[src/rtl/xgmii_tx_encoder.sv]
// Clause 49 64b/66b transmit encoder: pairs two 4-lane XGMII half-words into one 66-bit block.
// Define TX_ENCODER_SCRAMBLE_EN to scramble o_txd with a self-synchronising x^58+x^39+1 scrambler.
module xgmii_tx_encoder #(
  parameter int DATA_WIDTH = 32
) (
  input  logic                  clk,
  input  logic                  reset,
  input  logic [DATA_WIDTH-1:0] xgmii_txd,
  input  logic [3:0]            xgmii_txc,
  input  logic                  i_ready,
  output logic [DATA_WIDTH-1:0] o_txd,
  output logic [1:0]            o_header,
  output logic                  o_header_valid
);

  // state   | meaning
  // PH_LOW  | capture lanes 0-3, emit low half of the previous block with its header
  // PH_HIGH | encode the completed block, emit high half of the previous block
  typedef enum logic {PH_LOW, PH_HIGH} phase_t;

  if (DATA_WIDTH != 32) begin : g_width_check
    $error("xgmii_tx_encoder supports DATA_WIDTH=32 only");
  end

  localparam logic [65:0] IDLE_BLK    = {56'h0, 8'h1E, 2'b01};
  localparam logic [63:0] ERR_PAYLOAD = {{8{7'h1E}}, 8'h1E};
  localparam logic [63:0] T_TYPES     = {8'hFF, 8'hE1, 8'hD2, 8'hCC, 8'hB4, 8'hAA, 8'h99, 8'h87};

  // Returns {payload, sync header}; unrecognised lane patterns become an error block.
  function automatic logic [65:0] encode(input logic [7:0] c, input logic [63:0] d);
    logic [63:0] p;
    logic        ok;
    logic [7:0]  lane;
    logic [7:0]  mask;
    if (c == 8'h00) return {d, 2'b10};
    p  = ERR_PAYLOAD;
    ok = (c == 8'hFF);
    for (int i = 0; i < 8; i++) begin
      lane = d[8*i +: 8];
      if (lane != 8'h07 && lane != 8'hFE) ok = 1'b0;
    end
    if (ok) begin
      p = {56'h0, 8'h1E};
      for (int i = 0; i < 8; i++)
        p[8+7*i +: 7] = (d[8*i +: 8] == 8'hFE) ? 7'h1E : 7'h00;
    end
    if (c == 8'h01 && d[7:0] == 8'hFB) p = {d[63:8], 8'h78};
    if (c == 8'h1F && d[39:0] == 40'hFB_0707_0707) p = {d[63:40], 4'h0, 28'h0, 8'h33};
    for (int k = 0; k < 8; k++) begin
      mask = 8'hFF << k;
      ok   = (c == mask) && (d[8*k +: 8] == 8'hFD);
      for (int j = 0; j < 8; j++)
        if (j > k && d[8*j +: 8] != 8'h07) ok = 1'b0;
      if (ok) begin
        p      = '0;
        p[7:0] = T_TYPES[8*k +: 8];
        for (int j = 0; j < 7; j++)
          if (j < k) p[8+8*j +: 8] = d[8*j +: 8];
      end
    end
    return {p, 2'b01};
  endfunction

  phase_t      phase_q, phase_d;
  logic [35:0] hold_q, hold_d;
  logic [65:0] blk_q, blk_d;
  logic [31:0] txd_d;
  logic [1:0]  hdr_d;
  logic        hv_d;
  logic [31:0] half_raw, half_out;

  assign half_raw = (phase_q == PH_LOW) ? blk_q[33:2] : blk_q[65:34];

`ifdef TX_ENCODER_SCRAMBLE_EN
  logic [57:0] scr_q, scr_d;

  // Bit 0 of the state is the most recently transmitted scrambled bit.
  always_comb begin
    scr_d    = scr_q;
    half_out = '0;
    for (int i = 0; i < 32; i++) begin
      half_out[i] = half_raw[i] ^ scr_d[38] ^ scr_d[57];
      scr_d       = {scr_d[56:0], half_out[i]};
    end
  end

  always_ff @(posedge clk) begin
    if (reset)        scr_q <= '1;
    else if (i_ready) scr_q <= scr_d;
  end
`else
  assign half_out = half_raw;
`endif

  always_comb begin
    phase_d = phase_q;
    hold_d  = hold_q;
    blk_d   = blk_q;
    txd_d   = o_txd;
    hdr_d   = o_header;
    hv_d    = o_header_valid;
    if (i_ready) begin
      txd_d = half_out;
      if (phase_q == PH_LOW) begin
        hold_d  = {xgmii_txc, xgmii_txd};
        hdr_d   = blk_q[1:0];
        hv_d    = 1'b1;
        phase_d = PH_HIGH;
      end else begin
        blk_d   = encode({xgmii_txc, hold_q[35:32]}, {xgmii_txd, hold_q[31:0]});
        hv_d    = 1'b0;
        phase_d = PH_LOW;
      end
    end
  end

  always_ff @(posedge clk) begin
    if (reset) begin
      phase_q        <= PH_LOW;
      hold_q         <= '0;
      blk_q          <= IDLE_BLK;
      o_txd          <= '0;
      o_header       <= 2'b00;
      o_header_valid <= 1'b0;
    end else begin
      phase_q        <= phase_d;
      hold_q         <= hold_d;
      blk_q          <= blk_d;
      o_txd          <= txd_d;
      o_header       <= hdr_d;
      o_header_valid <= hv_d;
    end
  end

endmodule

[config.mk]
export PLATFORM = sky130hd
export DESIGN_NAME = xgmii_tx_encoder
export DESIGN_NICKNAME = d
export VERILOG_FILES = /design/src/rtl/xgmii_tx_encoder.sv
export SDC_FILE = /design/constraint.sdc
export NUM_CORES = 1
export LEC_CHECK = 0
export BUFFER_PORTS_ARGS = -buffer_cell sky130_fd_sc_hd__buf_2
export CORE_ASPECT_RATIO = 1.2
export CORE_MARGIN = 8
export CORE_UTILIZATION = 50
export CTS_CLUSTER_DIAMETER = 100
export CTS_CLUSTER_SIZE = 25
export DETAILED_ROUTE_END_ITERATION = 8
export HOLD_SLACK_MARGIN = 0.08
export PLACE_DENSITY_LB_ADDON = 0.1
export SYNTH_ARGS = -nofsm -noshare
export SYNTH_HDL_FRONTEND = slang
export SYNTH_SLANG_ARGS = --single-unit
[constraint.sdc]
create_clock -name clk -period 4.4 [get_ports clk]
set_input_delay 0.44 -clock clk [delete_from_list [all_inputs] [get_ports clk]]
set_output_delay 0.44 -clock clk [all_outputs]
set_load 0.005 [all_outputs]
# Word level (Yosys, flattened, before mapping)
# Index checks and enable logic that the tools add are counted.
# classes
mux	86
n_eq_ne	44
n_bitwise	1
reduce_logical	21
# ops
cell	n
two-way mux 64 bit	10
== test 8 bit (second input constant)	25
two-way mux 66 bit	2
two-way mux 1 bit	64
!= test 8 x 3 -> 1 bit (second input constant)	8
!= test 8 bit (second input constant)	8
two-way mux 62 bit	1
== test 40 bit (second input constant)	1
two-way mux 5 bit	8
two-way mux 32 bit	1
logical AND 1 bit	18
== test 8 x 1 -> 1 bit (second input constant)	1
== test 8 x 5 -> 1 bit (second input constant)	1
zero test 8 bit	1
AND reduction 2 bit	2
NOT 1 bit	1
# totals
out_inout_bits	35
register_bits	137
wordCells	157

# Logic depth before layout (Yosys ltp)
# Gate-level depths: netlist of the first run.
# logic_depth
ltp_word	25
ltp_mapped	10

# Least setup slack after synthesis of the first run
# No wires, ideal clock.
# synth_timing
path_kind	input port to flip-flop
start	input xgmii_txd[28]
end	register blk_q[25]
t_arrival_ps	2399
path_stages	7
setup_time_ps	142
setup_slack_ps	1859
cell_sequence	or4_4 > nor4_4 > nand4_1 > or2_1 > and2_1 > o211ai_1 > a311oi_1
# synth_via
elab_chain_len	18
# synth_rtl
item	line	rtl
start: declaration	8	input logic [DATA_WIDTH-1:0] xgmii_txd,
!= test 8 x 3 -> 1 bit / != test 8 bit (equally long branches)	n/a	
logical AND 1 bit	40	if (lane != 8'h07 && lane != 8'hFE) ok = 1'b0;
two-way mux 1 bit	40	
two-way mux 1 bit	36	p = ERR_PAYLOAD;
two-way mux 1 bit	104	if (phase_q == PH_LOW) begin
two-way mux 1 bit	102	if (i_ready) begin
two-way mux 62 bit	42	if (ok) begin
two-way mux 64 bit	47	if (c == 8'h01 && d[7:0] == 8'hFB) p = {d[63:8], 8'h78};
two-way mux 64 bit	48	if (c == 8'h1F && d[39:0] == 40'hFB_0707_0707) p = {d[63:40], 4'h0, 28'h0, 8'h33};
two-way mux 64 bit (7 in series)	54	if (ok) begin
two-way mux 64 bit (*)	54	
two-way mux 66 bit (*)	36	
end signal: assignment	128	blk_q <= blk_d;
end: declaration	66	logic [65:0] blk_q, blk_d;
# Every way passes the cells marked *; elsewhere a longest branch is shown, timed or not. The select of a mux whose other input is x is not followed.
# A chain may end at the register's enable or synchronous reset.

# Worst setup path in the final report of the first run
# layout_timing
start	register hold_q[35]
end	register blk_q[41]
# layout_via
elab_chain_len	24
# layout_rtl
item	line	rtl
start: declaration	65	logic [35:0] hold_q, hold_d;
start signal: assignment	127	hold_q <= hold_d;
== test 8 bit	37, 51	
two-way mux 1 bit (8 in series)	40	
two-way mux 1 bit	36	
two-way mux 1 bit	104	
two-way mux 1 bit	102	
two-way mux 62 bit	42	
two-way mux 64 bit	47	
two-way mux 64 bit	48	
two-way mux 64 bit (8 in series)	54	
two-way mux 66 bit (*)	36	
# Marked as above.

==> out/results.ini, run 1 <==
[die]
die_h_um=148
dieWidth_um=126
die-area_mm2=0.0187
core.rowCount=48
coreArea_mm2=0.0143
io_pins=74
start_util_pct=51.0

[clocking]
clk_latency_ns=0.43
cts_tree=yes
cts_setup_buffers=0
cts_buffers=17
clock_path_buffers=2
cts_sinks=137
cts_resized=0
hold_buffers=0
clk_pin_slew_worst_paths_ns=0.06
h-tree-depth=4
root_buffer=clkbuf_16

[routing]
dr.pass1.iters=8
wl_um=27400
drt_iter0_drc=930
num_vias=7605
vias_per_cell=6.51
antenna_left=0
wl_per_cell_um=23.5
route.detailed.drc=1

[synth]
synth_mux_area_share_pct=4.40
synth_compound_area_share_pct=24.5
synth_xor_area_share_pct=0
synth_top_area_share_pct=37.7
yosysWarnings=0
synth_area_leaders=dfxtp_1 38%, a21oi_1 7.9%, nand2_1 7.1%, nor2_1 6.2%, a211oi_1 4.6%
synth_adder_area_share_pct=0
synth_top_area_cell=dfxtp_1
synth_seq_area_share_pct=37.7
synth-seq-cells=137
ys_types=66
postSynthAreaPerCell_um2=7.68
ys.flop_type=dfxtp_1
netlist_instances=948
synth_edf_count=0
synthArstFlopShare_pct=0
synth_fp_nets=987
syn_area_mm2=0.00728
synth_top_family_by_area=simple AND/OR/NAND/NOR gates
yosys.area_share.simple_pct=29.1

[run_status]
violations=DRC
status=complete, but fails checks

[setup_path]
path_class=reg -> reg
r2r_end=blk_q[41]
rr_worst_depth=7
r2r-start=hold_q[35]
cp.required_ns=4.74
r2r_setup_slack_ns=1.05
cp-startpoint=hold_q[35]
end_kind=flip-flop
worst-path-max-fanout=19
crit_path_end=blk_q[41]
cp-start-kind=flip-flop
crit_arrival_ns=3.69

[final_layout]
drive_gt1_share_pct=15.0
final_area_mm2=0.00827
antenna_cells=0
fin_util_pct=57.8
nets=1020
area_delta_synth_final_pct=13.5
mostFrequentLayoutCells=136 x nand2_1, 136 x dfxtp_1, 121 x nor2_1

[job]
cap_violations=0

[placement]
placed_cell_area_mm2=0.00768
portBuffers=73
dp_hpwl_um=19500
gp_congestion=1.04

[power]
peakVddDrop_uv=184
power.density_mw_per_mm2=385
p_leak_nw=3.05

[timing]
rsz0062_at_grt=no
worstMarginPinSlew_ns=0.901
slew_headroom_pct=39.5
skew_ns=0.00793
finalSetupViolCount=0
slew_viol_final=0
finalHoldViolations=0
finalCriticalPeriod_ns=3.35
clock.fmax_mhz=299
final.period_utilization_pct=76.1
timing.setup.tns_ns=0

[grt]
grt_pass1_wl_um=42400
antenna_found_initial=0
overflow=0
grt_max_degree=76
track_usage_pct=29.4
grt_pass1_vias=6968

[min_path]
min_path_type=in -> reg

-- how the worst min path moves through the flow --
stage | start | to | slack, ns | depth (start not counted)
2_1_floorplan | blk_q[0] | o_header[0] | 0.43 | 2
3_3_place_gp | blk_q[9] | blk_q[9] | 0.44 | 2
3_5_place_dp | blk_q[0] | o_header[0] | 0.45 | 2
4_1_cts | xgmii_txd[27] | hold_q[27] | 0.27 | 3
5_1_grt | xgmii_txd[26] | hold_q[26] | 0.29 | 3
6_report | xgmii_txd[27] | hold_q[27] | 0.28 | 3
-- routing by layer --
layer | vias up | GRT usage, % | share of wire [%]
met5 | - | 0 | 0
met4 | 0 | 13.8 | 4.2
met3 | 79 | 7.59 | 9.6
met2 | 448 | 44.1 | 44
met1 | 3530 | 38.7 | 42
li1 | 3548 | - | -
-- cell type report --
cell class,count,area [µm²]
Clock inverter,13,146
Tap cell,175,219
Multi-Input combinational cell,731,4230
Fill cell,1421,6030
Timing Repair Buffer,84,450
Inverter,10,37.5
Sequential cell,137,2740
Clock buffer,18,439
-- Yosys cell counts (all sizes together), types with 8 or more instances --
| cell | count |
|---|---|
| a211o | 9 |
| a211oi | 46 |
| a21oi | 116 |
| a221oi | 24 |
| a31oi | 9 |
| and2 | 8 |
| and3 | 8 |
| buf | 18 |
| clkbuf | 52 |
| dfxtp | 137 |
| inv | 10 |
| mux2i | 32 |
| nand2 | 137 |
| nand3 | 19 |
| nand4 | 16 |
| nand4b | 10 |
| nor2 | 121 |
| nor3 | 35 |
| nor4 | 19 |
| o21ai | 18 |
| o22ai | 15 |
| or2 | 13 |
| or4 | 11 |
-- cells by family (layout without fill, tap and decap cells) --
family	after synthesis	count (layout)
and+or+nand+nor	426	426
buffers and inverters	80	125
AOI/OAI and AO/OA	273	273
DFF	137	137
muxes	32	32
-- where the power goes --
group	internal (W)	switching, W	leakage (nW)	total, W
Sequential	0.00131	0.0000807	1.12	0.00139
Combinational	0.000129	0.000237	1.64	0.000366
Clock	0.000850	0.000571	0.276	0.00142
Total	0.00229	0.000889	3.05	0.00318
-- stage by stage --
step                hold slack (ns)  worst slack (ns)  power (W)  cells
finish                        0.284              1.05    0.00318   1168
global route                  0.289             0.970    0.00329   1168
CTS                           0.273              1.30    0.00319   1168
detailed placement            0.448              1.11    0.00177   1137
global placement              0.442              1.14    0.00177   1137
floorplan                     0.429              1.86    0.00162    948
-- registers in the layout (all words and copies together) (netlist names) --
signal    count
o_txd        32
o_header      2
blk_q        66
phase_q       1
hold_q       36
-- critical path: stages (launching register included) --
cell	delay, ns
dfxtp_1	0.36
or4_1	0.76
nor4_4	0.82
buf_4	0.37
nand2_1	0.08
a21oi_1	0.40
a21oi_1	0.20
a21oi_1	0.25
No activity file was read; power rests on OpenSTA's default activity.
==> run 2, diff against run 1 <==
Clock period 4.4 ns to 3.3 ns, I/O delays scaled along.
==> run 2 against run 1 <==
Net effect: via count about the same; largest power group unchanged; non-clock buffer count up 27; maximum frequency rose by 14%; core utilization is 1.8 points higher; routed wire length down 2.1%; cell count grew 2.4%; critical endpoint is now blk_q[46]; setup slack worse by 0.68 ns; final area up 3.1%; global-route usage is 1.0 points lower; first-iteration DRC count fell by 15%; the flow now finishes without violations; highest routed layer unchanged; sequential power grew 32%.
==> out/results.ini, run 2 (synthesis results as in run 1) <==
[timing]
skew_ns=0.00891
final.period_utilization_pct=88.7
slew_viol_final=0
fin_hold_ws_ns=0.178
slew_headroom_pct=41.8
finalHoldViolations=0
timing.setup.tns_ns=0
finalCriticalPeriod_ns=2.93
rsz0062_at_grt=no
clock.fmax_mhz=341
worstMarginPinSlew_ns=0.865
finalSetupViolCount=0

[setup_path]
worst-path-max-fanout=15
crit_chain=or4_1, nor4_2, a22o_2, nand2b_1, a211o_1, a21oi_1, a211oi_1
path_class=reg -> reg
cpMaxStageDelayCell=or4_1
crit_arrival_ns=3.27
cpLargestDelayFamily=simple AND/OR/NAND/NOR gates
path_buf_inv=0
cp.required_ns=3.64
end_kind=flip-flop
rr_worst_depth=7
max_stage_delay_ns=0.72
r2r-start=hold_q[35]
r2r_end=blk_q[46]
r2r_setup_slack_ns=0.37
cp-start-kind=flip-flop

[routing]
vias_per_cell=6.36
dr.pass1.iters=5
antenna_left=0
wl_um=26800
num_vias=7611
route.detailed.drc=0
wl_per_cell_um=22.4
drt_iter0_drc=791

[min_path]
min_from=xgmii_txd[29]
hold_end=hold_q[29]
min_path_type=in -> reg
hold_path_depth=3

[placement]
placed_cell_area_mm2=0.00791
gp_congestion=1.04
portBuffers=73
dp_hpwl_um=19600

[clocking]
cts_buffers=17
cts_resized=0
root_buffer=clkbuf_16
hold_buffers=0
cts_tree=yes
clock_path_buffers=2
clk_pin_slew_worst_paths_ns=0.06
clk_latency_ns=0.43
cts_sinks=137
cts_setup_buffers=0
h-tree-depth=4

[final_layout]
fin_util_pct=59.6
top_regs=blk_q: 66 flops, hold_q: 36 flops, o_txd: 32 flops
final_area_mm2=0.00852
nets=1047
drive_gt1_share_pct=17.2
antenna_cells=0
largest_reg_flops=66
largest-register=blk_q
fillers=1398
area_delta_synth_final_pct=17.0
mostFrequentLayoutCells=136 x nand2_1, 136 x dfxtp_1, 121 x nor2_1

[grt]
antenna_found_initial=0
track_usage_pct=28.3
overflow=0
grt_pass1_vias=6928
grt_pass1_wl_um=41000
grt_max_degree=69

[power]
p_leak_nw=3.21
power.density_mw_per_mm2=509
peakVddDrop_uv=395

[run_status]
status=complete, no violations

[die]
io_pins=74
coreArea_mm2=0.0143
die_h_um=148
die-area_mm2=0.0187
start_util_pct=51.0
dieWidth_um=126
core.rowCount=48

[job]
cap_violations=0

## run 2: routing by layer
layer  share of wire (%)  vias up  GRT usage (%)
li1                    -     3609              -
met5                   0        -              0
met2                  43      430           42.9
met1                  43     3474           37.4
met4                 4.7        0           13.9
met3                 9.4       98           6.20
## run 2: tightest hold or removal path: stages
cell and delay (ns):
buf_2 0.12, nand2_1 0.05, a21oi_1 0.05
## run 2: layout make-up
type	count	area, µm²	share of cell area [%]
tap	175	219	2.57
inverter	10	37.5	0.441
sequential	137	2740	32.2
timing repair buffer	111	678	7.96
multi-input combinational	731	4230	49.7
clock buffer	19	443	5.20
clock inverter	13	168	1.97
## run 2: worst max-delay path by stage
stage,startpoint,endpoint,cells after the start
after floorplan,xgmii_txd[28],blk_q[25],7
after detailed placement,xgmii_txc[0],blk_q[46],8
after global placement,xgmii_txc[0],blk_q[47],8
final,hold_q[35],blk_q[46],7
after global routing,hold_q[35],blk_q[47],7
after CTS,hold_q[35],blk_q[46],7
## run 2: where the power goes
group	leakage [nW]	internal (W)	switching (W)
Combinational	1.79	0.000184	0.000326
Sequential	1.12	0.00175	0.0000915
Clock	0.294	0.00121	0.000771
## run 2: stage by stage
step / cells / setup WS (ns) / total power, W
after detailed placement: 1164 / 0.345 / 0.00238
after CTS: 1196 / 0.412 / 0.00436
final: 1196 / 0.371 / 0.00434
after global routing: 1196 / 0.156 / 0.00450
after floorplan: 948 / 0.869 / 0.00216
after global placement: 1164 / 0.415 / 0.00237
